===== config.mk =====
export PLATFORM = sky130hd
export DESIGN_NAME = avr_cpu_fetch
export DESIGN_NICKNAME = d
export VERILOG_FILES = /design/src/rtl/avr_cpu_fetch.sv
export SDC_FILE = /design/constraint.sdc
export NUM_CORES = 1
export LEC_CHECK = 0
export CAP_MARGIN = 15
export CORE_MARGIN = 8
export CORE_UTILIZATION = 50
export CTS_BUF_LIST = sky130_fd_sc_hd__clkbuf_16
export CTS_CLUSTER_DIAMETER = 80
export DETAILED_ROUTE_END_ITERATION = 6
export GPL_ROUTABILITY_DRIVEN = 0
export HOLD_SLACK_MARGIN = 0.05
export PLACE_DENSITY_LB_ADDON = 0.05
export SLEW_MARGIN = 20
export SYNTH_ARGS = -nofsm -noshare
export SYNTH_HDL_FRONTEND = slang
export SYNTH_SLANG_ARGS = --single-unit

===== constraint.sdc =====
create_clock -name clk -period 5.83 [get_ports clk]
set_input_delay 1.166 -clock clk [delete_from_list [all_inputs] [get_ports clk]]
set_output_delay 1.166 -clock clk [all_outputs]
set_load 0.02 [all_outputs]

===== src/rtl/avr_cpu_fetch.sv =====
`default_nettype none
// ============================================================================
// Module  : avr_cpu_fetch
// Desc    : AVR fetch stage: program-memory addressing, word FIFO, 16/32-bit
//           instruction assembly. `define AVR_FETCH_STATS_EN adds counters.
// Rev     : 1.0
// ============================================================================
module avr_cpu_fetch #(
  parameter int                    ADDR_WIDTH   = 9,
  parameter int                    DATA_WIDTH   = 16,
  parameter int                    FIFO_DEPTH   = 4,
  parameter logic [ADDR_WIDTH-1:0] RESET_VECTOR = '0
) (
  input  logic                  clk,
  input  logic                  rst_n,
  output logic [ADDR_WIDTH-1:0] pm_addr,
  input  logic [DATA_WIDTH-1:0] pm_data,
  input  logic                  branch_valid,
  input  logic [ADDR_WIDTH-1:0] branch_target,
  input  logic                  stall,
  output logic                  instr_valid,
  output logic [31:0]           instr,
  output logic [ADDR_WIDTH-1:0] instr_pc,
  output logic                  instr_two_word
`ifdef AVR_FETCH_STATS_EN
  ,
  output logic [31:0]           stat_stall_cycles,
  output logic [31:0]           stat_bubble_cycles
`endif
);

  localparam int                  c_ptr_w    = (FIFO_DEPTH > 1) ? $clog2(FIFO_DEPTH) : 1;
  localparam int                  c_cnt_w    = c_ptr_w + 1;
  localparam logic [c_cnt_w:0]    c_depth    = (c_cnt_w + 1)'(FIFO_DEPTH);
  localparam logic [c_cnt_w-1:0]  c_one      = c_cnt_w'(1);
  localparam logic [c_cnt_w-1:0]  c_two      = c_cnt_w'(2);
  localparam logic [15:0]         c_lds_mask = 16'hFC0F;
  localparam logic [15:0]         c_lds_op   = 16'h9000;
  localparam logic [15:0]         c_jmp_mask = 16'hFE0C;
  localparam logic [15:0]         c_jmp_op   = 16'h940C;

  logic [ADDR_WIDTH-1:0] r_req_pc;
  logic                  r_inflight;
  logic [ADDR_WIDTH-1:0] r_inflight_pc;
  logic [DATA_WIDTH-1:0] r_fifo_data [FIFO_DEPTH];
  logic [ADDR_WIDTH-1:0] r_fifo_pc   [FIFO_DEPTH];
  logic [c_ptr_w-1:0]    r_rd_ptr;
  logic [c_ptr_w-1:0]    r_wr_ptr;
  logic [c_cnt_w-1:0]    r_count;

  logic [c_ptr_w-1:0]    w_rd_next;
  logic [DATA_WIDTH-1:0] w_head_word;
  logic [DATA_WIDTH-1:0] w_second_word;
  logic                  w_two_word;
  logic                  w_valid;
  logic                  w_consume;
  logic [c_cnt_w-1:0]    w_pop_cnt;
  logic [c_cnt_w:0]      w_occ;
  logic                  w_issue;
  logic                  w_push;

  // Head decode: the second word of a two-word opcode is simply the next FIFO entry
  assign w_rd_next     = r_rd_ptr + 1'b1;
  assign w_head_word   = r_fifo_data[r_rd_ptr];
  assign w_second_word = r_fifo_data[w_rd_next];
  assign w_two_word    = ((w_head_word & c_lds_mask) == c_lds_op) ||
                         ((w_head_word & c_jmp_mask) == c_jmp_op);
  assign w_valid       = w_two_word ? (r_count >= c_two) : (r_count >= c_one);

  assign w_consume = w_valid && !stall && !branch_valid;
  assign w_pop_cnt = !w_consume ? '0 : (w_two_word ? c_two : c_one);

  // Occupancy ignores same-cycle pops so an issued word always has a slot
  assign w_occ   = {1'b0, r_count} + {{c_cnt_w{1'b0}}, r_inflight};
  assign w_issue = !branch_valid && (w_occ < c_depth);
  assign w_push  = r_inflight && !branch_valid;

  assign pm_addr        = r_req_pc;
  assign instr_valid    = w_valid;
  assign instr          = w_valid ? {w_head_word, (w_two_word ? w_second_word : 16'h0000)} : 32'h0;
  assign instr_pc       = w_valid ? r_fifo_pc[r_rd_ptr] : '0;
  assign instr_two_word = w_valid && w_two_word;

  always_ff @(posedge clk) begin
    if (!rst_n) begin
      r_req_pc      <= RESET_VECTOR;
      r_inflight    <= 1'b0;
      r_inflight_pc <= RESET_VECTOR;
    end else if (branch_valid) begin
      r_req_pc   <= branch_target;
      r_inflight <= 1'b0;
    end else if (w_issue) begin
      r_inflight    <= 1'b1;
      r_inflight_pc <= r_req_pc;
      r_req_pc      <= r_req_pc + 1'b1;
    end else begin
      r_inflight <= 1'b0;
    end
  end

  always_ff @(posedge clk) begin
    if (rst_n && w_push) begin
      r_fifo_data[r_wr_ptr] <= pm_data;
      r_fifo_pc[r_wr_ptr]   <= r_inflight_pc;
    end
  end

  always_ff @(posedge clk) begin
    if (!rst_n || branch_valid) begin
      r_rd_ptr <= '0;
      r_wr_ptr <= '0;
      r_count  <= '0;
    end else begin
      if (w_push) begin
        r_wr_ptr <= r_wr_ptr + 1'b1;
      end
      r_rd_ptr <= r_rd_ptr + w_pop_cnt[c_ptr_w-1:0];
      r_count  <= r_count + c_cnt_w'(w_push) - w_pop_cnt;
    end
  end

`ifdef AVR_FETCH_STATS_EN
  logic [31:0] r_stat_stall;
  logic [31:0] r_stat_bubble;

  always_ff @(posedge clk) begin
    if (!rst_n) begin
      r_stat_stall  <= '0;
      r_stat_bubble <= '0;
    end else begin
      if (w_valid && stall && (r_stat_stall != 32'hFFFF_FFFF)) begin
        r_stat_stall <= r_stat_stall + 32'd1;
      end
      if (!w_valid && !stall && (r_stat_bubble != 32'hFFFF_FFFF)) begin
        r_stat_bubble <= r_stat_bubble + 32'd1;
      end
    end
  end

  assign stat_stall_cycles  = r_stat_stall;
  assign stat_bubble_cycles = r_stat_bubble;
`endif

endmodule
`default_nettype wire


==> metrics.txt, run 1 <==
# TYPE chip_impl_metric gauge
chip_impl_metric{name="reg2reg_slack",unit="ns"} 1.62
chip_impl_metric{name="place_ws",unit="ns"} 1.18
chip_impl_metric{name="final-max-slew-violation-count",unit=""} 0
chip_impl_info{name="grt_setup_unrepaired",value="false"} 1
chip_impl_metric{name="clockBufferDepth",unit=""} 2
chip_impl_metric{name="detailed_place.area",unit="um^2"} 6690
chip_impl_metric{name="final_min_period_over_clock_period",unit="%"} 86.4
chip_impl_metric{name="stdcell_area",unit="um^2"} 7270
chip_impl_info{name="crit_path_cell_trace",value="buf_4, mux4_2, nor2b_1, nand3_1, or3_1, nor2b_1, clkdlybuf4s50_1"} 1
chip_impl_metric{name="reg2reg_depth",unit=""} 12
chip_impl_info{name="slowest_stage",value="dfxtp_2"} 1
chip_impl_metric{name="final_layout_net_count",unit=""} 517
chip_impl_metric{name="layout.area.seq",unit="um^2"} 3530
chip_impl_info{name="synthTopCellsByArea",value="edfxtp_1 (52%), mux4_2 (11%), dfxtp_1 (9.0%)"} 1
chip_impl_metric{name="setup_slack",unit="ns"} 0.792
chip_impl_metric{name="floorplan.die.height",unit="um"} 123
chip_impl_info{name="end_kind",value="output port"} 1
chip_impl_metric{name="synth_seq_cells",unit=""} 126
chip_impl_metric{name="timing_hold_violations_final",unit=""} 0
chip_impl_metric{name="worst_setup_hold_path_clk_slew",unit="ns"} 0.06
chip_impl_metric{name="cts_bufs_inserted",unit=""} 17
chip_impl_info{name="timing.critical_path.from_type",value="register"} 1
chip_impl_metric{name="worst-slew-pin-transition",unit="ns"} 0.993
chip_impl_metric{name="synth_edf_count",unit=""} 100
chip_impl_metric{name="hold_buffers",unit=""} 0
chip_impl_metric{name="multi_input_area",unit="um^2"} 2100
chip_impl_metric{name="synthToLayoutAreaGrowth",unit="%"} 26.3
chip_impl_info{name="hold_path_startpoint",value="r_inflight_pc[0]"} 1
chip_impl_metric{name="worst_skew_pair.late_latency",unit="ns"} 0.41
chip_impl_metric{name="ioPinCount",unit=""} 81
chip_impl_metric{name="number_of_global_route_vias_before_repair",unit=""} 3619
chip_impl_metric{name="avg_synthesized_cell_area",unit="um^2"} 14.4
chip_impl_metric{name="finalWorstPathRequiredPeriod",unit="ns"} 5.04
chip_impl_metric{name="synth_sequential_area_ratio",unit="%"} 61.2
chip_impl_info{name="status",value="completed"} 1
chip_impl_metric{name="cap_viol_max_count",unit=""} 0
chip_impl_metric{name="cts-resized-gates",unit=""} 0
chip_impl_metric{name="ant_diodes",unit=""} 0
chip_impl_metric{name="grt_start_max_net_pins",unit=""} 29
chip_impl_metric{name="timing.slew.headroom",unit="%"} 33.5
chip_impl_metric{name="global_route.usage.total",unit="%"} 17.1
chip_impl_info{name="regToRegEndpoint",value="r_count[2]"} 1
chip_impl_metric{name="layout.filler_cells",unit=""} 862
chip_impl_metric{name="viasPerCell",unit=""} 5.47
chip_impl_info{name="min-delay-path-class",value="reg -> reg"} 1
chip_impl_metric{name="dr.pass1.iters",unit=""} 4
chip_impl_metric{name="synth.lib_cells_used.distinct",unit=""} 42
chip_impl_metric{name="postSynth.asyncResetShare",unit="%"} 0
chip_impl_metric{name="post_drt_wl_per_cell",unit="um"} 19.0
chip_impl_metric{name="total_power",unit="uW"} 2130
chip_impl_metric{name="antenna_found_initial",unit=""} 0
chip_impl_info{name="mostFrequentLayoutCell",value="edfxtp_1"} 1
chip_impl_metric{name="maxClockFrequency",unit="GHz"} 0.198
chip_impl_metric{name="synthDominantCellAreaShare",unit="%"} 52.1
chip_impl_metric{name="routed-via-count",unit=""} 3481
chip_impl_metric{name="fin_setup_tns",unit="ns"} 0
chip_impl_metric{name="placementRows",unit=""} 39
chip_impl_metric{name="power_per_cell_area",unit="nW/um^2"} 292
chip_impl_metric{name="cts_post_setup_buffers_inserted",unit=""} 0
chip_impl_metric{name="ant_nets",unit=""} 0
chip_impl_info{name="tritoncts_clock_tree",value="built"} 1
chip_impl_metric{name="report.final.setup_viol",unit=""} 0
chip_impl_metric{name="critPathBufInv",unit=""} 2
chip_impl_metric{name="finClkSkew",unit="ns"} 0.0107
chip_impl_metric{name="cp_data_arrival_time",unit="ns"} 3.87
chip_impl_info{name="critPathCapture",value="instr[0]"} 1
chip_impl_info{name="synth_ff_type",value="edfxtp_1"} 1
chip_impl_info{name="regToRegStartpoint",value="r_rd_ptr[1]"} 1
chip_impl_info{name="yosys.area.top_type",value="edfxtp_1"} 1
chip_impl_metric{name="dieArea",unit="um^2"} 15200
chip_impl_metric{name="start_util",unit="%"} 50.9
chip_impl_metric{name="wire_length_of_the_first_global_routing_pass",unit="um"} 19300
chip_impl_info{name="timing.critical_path.mode_cell",value="nor2b_1"} 1
chip_impl_metric{name="drive_above_1_share",unit="%"} 18.7
chip_impl_metric{name="postLayoutCoreUtil",unit="%"} 64.3
chip_impl_metric{name="drc_errors",unit=""} 0
chip_impl_metric{name="detail_route.iter0.violations",unit=""} 242
chip_impl_metric{name="cts.sinks",unit=""} 126
chip_impl_metric{name="cp_max_fo",unit=""} 28
chip_impl_metric{name="synthesis.yosys.warnings",unit=""} 0
chip_impl_metric{name="required",unit="ns"} 4.66
chip_impl_info{name="critical_path_class",value="reg -> out"} 1
chip_impl_info{name="cts_root_buf",value="clkbuf_16"} 1
chip_impl_metric{name="core_area",unit="um^2"} 11300
chip_impl_metric{name="pleak",unit="uW"} 0.00243
chip_impl_metric{name="irDropWorstVdd",unit="V"} 0.000249
chip_impl_metric{name="routed_wl",unit="um"} 12100
chip_impl_metric{name="mappedNetlistNets",unit=""} 437
chip_impl_metric{name="globalRouteOverflowTotal",unit=""} 0
chip_impl_metric{name="placement.io_buffers",unit=""} 80
chip_impl_metric{name="dp.final_hpwl",unit="um"} 7890
chip_impl_metric{name="critical_path_stages",unit=""} 7
chip_impl_metric{name="synth_area",unit="um^2"} 5760
chip_impl_metric{name="die_w",unit="um"} 123
chip_impl_info{name="worst_path_dominant_cell_family",value="simple AND/OR/NAND/NOR gates"} 1
chip_impl_metric{name="cts-htree-levels",unit=""} 4
chip_impl_metric{name="critPathMaxStageDelay",unit="ns"} 0.72
chip_impl_info{name="most_frequent_cells_in_the_layout",value="edfxtp_1 (100), clkdlybuf4s50_1 (80), nand2_1 (32), mux4_2 (27), dfxtp_1 (24)"} 1
chip_impl_info{name="worstSetupStartpoint",value="r_rd_ptr[1]"} 1
chip_impl_metric{name="synthCells",unit=""} 400
## cells in the mapped netlist (2+ instances only)
library cell / count
a211oi_1: 2
a211oi_2: 7
a21boi_0: 23
a21boi_1: 2
a21oi_1: 12
a31oi_1: 2
and2_1: 9
and3_1: 9
buf_2: 6
buf_6: 2
clkbuf_1: 17
dfxtp_1: 26
edfxtp_1: 100
ha_1: 7
inv_1: 7
mux2_2: 9
mux2i_1: 16
mux4_2: 27
nand2_1: 32
nand2b_1: 5
nand4_1: 3
nor2_1: 23
nor2b_1: 13
nor3_1: 3
o211a_1: 2
o21ai_0: 8
or3_1: 4
xnor2_1: 3
xor2_1: 8
## state kept, by name (all words and copies together), names as in the netlist
signal,count
r_fifo_data,64
r_count,3
r_inflight,1
r_rd_ptr,2
r_fifo_pc,36
pm_addr,9
r_wr_ptr,2
r_inflight_pc,9
## metrics by stage
stage,cells,hold WS [ns]
5_1_grt,636,0.521
3_3_place_gp,604,0.476
6_report,636,0.503
3_5_place_dp,604,0.488
4_1_cts,636,0.511
2_1_floorplan,400,0.460
## per-layer routing
metal	global-route usage (%)	up-vias	share of wire, %
met5	0	-	0
met4	5.87	0	1.1
met3	5.34	11	5.5
met2	27.5	85	48
met1	21.5	1706	45
li1	-	1679	-
## logic make-up (layout without fill, tap and decap cells)
family          count (synthesis)  count (layout)  share of synthesized area, %
mux                            53              53                          15.6
xor+xnor                       11              11                          1.67
flops                         126             126                          61.2
simple gates                  105             105                          9.06
buf+inv                        33             126                          2.54
compound gates                 64              64                          8.15
fa+ha+maj                       8               8                          1.87
## power breakdown
group / switching, uW / internal (uW) / total (uW) / leakage [uW]
Combinational: 47.7 / 49.5 / 97.1 / 0.00103
Clock: 403 / 635 / 1040 / 0.000280
Sequential: 12.0 / 980 / 992 / 0.00112
## layout make-up
class	count	area share, %
Sequential cell	126	48.5
Multi-Input combinational cell	241	28.9
Timing Repair Buffer	87	11.7
Clock buffer	17	5.85
Tap cell	143	2.46
Clock inverter	15	2.24
Inverter	7	0.361
## worst min path at each step
stage               slack, ns         endpoint  cells after the start
floorplan                0.46  r_fifo_pc[0][0]                      0
global placement         0.48  r_fifo_pc[2][6]                      0
detailed placement       0.49  r_fifo_pc[1][6]                      0
CTS                      0.51  r_fifo_pc[1][0]                      0
global route             0.52  r_fifo_pc[1][0]                      0
finish                   0.50  r_fifo_pc[3][0]                      0
Power figures use the tool's default switching activity.
==> inputs of run 2 (changes only) <==
--- a/config.mk
+++ b/config.mk
@@ -13,6 +13,7 @@
 export DETAILED_ROUTE_END_ITERATION = 6
 export GPL_ROUTABILITY_DRIVEN = 0
 export HOLD_SLACK_MARGIN = 0.05
+export MAX_ROUTING_LAYER = met4
 export PLACE_DENSITY_LB_ADDON = 0.05
 export SLEW_MARGIN = 20
 export SYNTH_ARGS = -nofsm -noshare
==> metrics.txt, run 2 (synthesis gave the netlist of run 1 again) <==
# TYPE chip_impl_metric gauge
chip_impl_metric{name="timing_hold_violations_final",unit=""} 0
chip_impl_metric{name="routed-via-count",unit=""} 3490
chip_impl_metric{name="globalRouteOverflowTotal",unit=""} 0
chip_impl_metric{name="grt_start_max_net_pins",unit=""} 29
chip_impl_metric{name="finalWorstPathRequiredPeriod",unit="ns"} 5.04
chip_impl_metric{name="power.internal",unit="uW"} 1660
chip_impl_metric{name="detail_route.iter0.violations",unit=""} 223
chip_impl_metric{name="irDropWorstVdd",unit="V"} 0.000248
chip_impl_info{name="critical_path_class",value="reg -> out"} 1
chip_impl_metric{name="timing.slew.headroom",unit="%"} 33.7
chip_impl_metric{name="cap_viol_max_count",unit=""} 0
chip_impl_info{name="most_flops_register",value="r_fifo_data"} 1
chip_impl_metric{name="clockBufferDepth",unit=""} 2
chip_impl_metric{name="cts_post_setup_buffers_inserted",unit=""} 0
chip_impl_metric{name="multi_input_area",unit="um^2"} 2100
chip_impl_metric{name="die_w",unit="um"} 123
chip_impl_metric{name="dieArea",unit="um^2"} 15200
chip_impl_info{name="timing.critical_path.mode_cell",value="nor2b_1"} 1
chip_impl_metric{name="worst-slew-pin-transition",unit="ns"} 0.991
chip_impl_metric{name="maxClockFrequency",unit="GHz"} 0.199
chip_impl_metric{name="dp.final_hpwl",unit="um"} 7890
chip_impl_metric{name="placementRows",unit=""} 39
chip_impl_metric{name="whs",unit="ns"} 0.503
chip_impl_metric{name="cp_max_fo",unit=""} 28
chip_impl_metric{name="worst_skew_pair.late_latency",unit="ns"} 0.41
chip_impl_metric{name="largest_register_ff_count",unit=""} 64
chip_impl_metric{name="p_clk_share",unit="%"} 48.8
chip_impl_metric{name="final_layout_net_count",unit=""} 517
chip_impl_metric{name="global_route.usage.total",unit="%"} 17.6
chip_impl_metric{name="worst_setup_hold_path_clk_slew",unit="ns"} 0.06
chip_impl_metric{name="synthToLayoutAreaGrowth",unit="%"} 26.3
chip_impl_metric{name="cts_bufs_inserted",unit=""} 17
chip_impl_metric{name="report.final.setup_viol",unit=""} 0
chip_impl_info{name="largest_registers",value="r_fifo_data x64, r_fifo_pc x36"} 1
chip_impl_metric{name="final_min_period_over_clock_period",unit="%"} 86.4
chip_impl_metric{name="antenna_found_initial",unit=""} 0
chip_impl_info{name="most_frequent_cells_in_the_layout",value="edfxtp_1 (100), clkdlybuf4s50_1 (80), nand2_1 (32), mux4_2 (27), dfxtp_1 (24)"} 1
chip_impl_metric{name="start_util",unit="%"} 50.9
chip_impl_info{name="crit_path_cell_trace",value="buf_4, mux4_2, nor2b_1, nand3_1, or3_1, nor2b_1, clkdlybuf4s50_1"} 1
chip_impl_metric{name="finClkSkew",unit="ns"} 0.0122
chip_impl_info{name="slowest_stage",value="dfxtp_2"} 1
chip_impl_metric{name="number_of_global_route_vias_before_repair",unit=""} 3609
chip_impl_info{name="end_kind",value="output port"} 1
chip_impl_info{name="tritoncts_clock_tree",value="built"} 1
chip_impl_metric{name="pleak",unit="uW"} 0.00243
chip_impl_metric{name="placement.io_buffers",unit=""} 80
chip_impl_metric{name="core_area",unit="um^2"} 11300
chip_impl_metric{name="total_switching_power",unit="uW"} 462
chip_impl_metric{name="ant_nets",unit=""} 0
chip_impl_metric{name="cts.sinks",unit=""} 126
chip_impl_metric{name="layout.area.seq",unit="um^2"} 3530
chip_impl_metric{name="ant_diodes",unit=""} 0
chip_impl_metric{name="total_power",unit="uW"} 2130
chip_impl_metric{name="critPathMaxStageDelay",unit="ns"} 0.73
chip_impl_metric{name="switching_share",unit="%"} 21.7
chip_impl_metric{name="routed_wl",unit="um"} 12200
chip_impl_info{name="min-delay-path-class",value="reg -> reg"} 1
chip_impl_metric{name="required",unit="ns"} 4.66
chip_impl_metric{name="post_drt_wl_per_cell",unit="um"} 19.1
chip_impl_metric{name="drc_errors",unit=""} 0
chip_impl_metric{name="floorplan.die.height",unit="um"} 123
chip_impl_metric{name="sequentialPowerShare",unit="%"} 46.7
chip_impl_info{name="timing.critical_path.from_type",value="register"} 1
chip_impl_metric{name="layout.filler_cells",unit=""} 862
chip_impl_info{name="cts_root_buf",value="clkbuf_16"} 1
chip_impl_metric{name="drive_above_1_share",unit="%"} 18.7
chip_impl_metric{name="cts-resized-gates",unit=""} 0
chip_impl_info{name="status",value="completed"} 1
chip_impl_info{name="mostFrequentLayoutCell",value="edfxtp_1"} 1
chip_impl_metric{name="cts-htree-levels",unit=""} 4
chip_impl_metric{name="dr.pass1.iters",unit=""} 4
chip_impl_metric{name="ioPinCount",unit=""} 81
chip_impl_metric{name="final-max-slew-violation-count",unit=""} 0
chip_impl_metric{name="wire_length_of_the_first_global_routing_pass",unit="um"} 19300
chip_impl_metric{name="viasPerCell",unit=""} 5.49
chip_impl_metric{name="power_per_cell_area",unit="nW/um^2"} 292
chip_impl_metric{name="hold_buffers",unit=""} 0
chip_impl_metric{name="fin_setup_tns",unit="ns"} 0
chip_impl_metric{name="power_frac_comb",unit="%"} 4.6
chip_impl_metric{name="cp_data_arrival_time",unit="ns"} 3.87
chip_impl_info{name="grt_setup_unrepaired",value="false"} 1
## run 2: cell counts in the layout (fill, tap and decap cells not counted)
No cell type changed its count.
## run 2: cell type report
type / instances / share of cell area (%)
clock buffer: 17 / 5.85
multi-input combinational: 241 / 28.9
tap: 143 / 2.46
timing repair buffer: 87 / 11.7
inverter: 7 / 0.361
sequential: 126 / 48.5
clock inverter: 15 / 2.24
## run 2: layer usage
metal / up-vias / GRT usage (%) / wire length, um
li1: 1679 / - / -
met1: 1719 / 22.0 / 5650
met2: 82 / 27.5 / 5840
met3: 10 / 4.61 / 559
met4: 0 / 5.87 / 116
met5: - / - / 0
## run 2: metrics by stage
step	setup slack (ns)	cell area, um^2	instances	utilization (%)
final	0.795	7270	636	64.3
after global routing	0.524	7270	636	64.3
after CTS	0.731	7270	636	64.3
after detailed placement	1.18	6690	604	59.1
after global placement	1.27	6690	604	59.1
after floorplan	2.32	5760	400	-
## run 2: final timing paths
kind / cells past startpoint / slack [ns] / to / startpoint
min reg2reg: 0 / 0.50 / r_fifo_pc[3][0] / r_inflight_pc[0]
min: 0 / 0.50 / r_fifo_pc[3][0] / r_inflight_pc[0]
max reg2reg: 12 / 1.63 / r_count[2] / r_rd_ptr[1]
max: 7 / 0.79 / instr[0] / r_rd_ptr[1]
## run 2: power by group through the flow
stage / combinational [uW] / sequential, uW / clock [uW]
3_5_place_dp: 98.2 / 1010 / 0
2_1_floorplan: 42.9 / 1010 / 0
6_report: 97.4 / 992 / 1040
5_1_grt: 106 / 994 / 1090
3_3_place_gp: 96.4 / 1010 / 0
4_1_cts: 98.7 / 992 / 1050
## run 2: critical path: cells and delay by family, from the launching register on
kind                   cells  cell delay (ns)
buffers and inverters      2             1.13
DFF                        1             0.73
muxes                      1             0.28
and+or+nand+nor            4             1.31
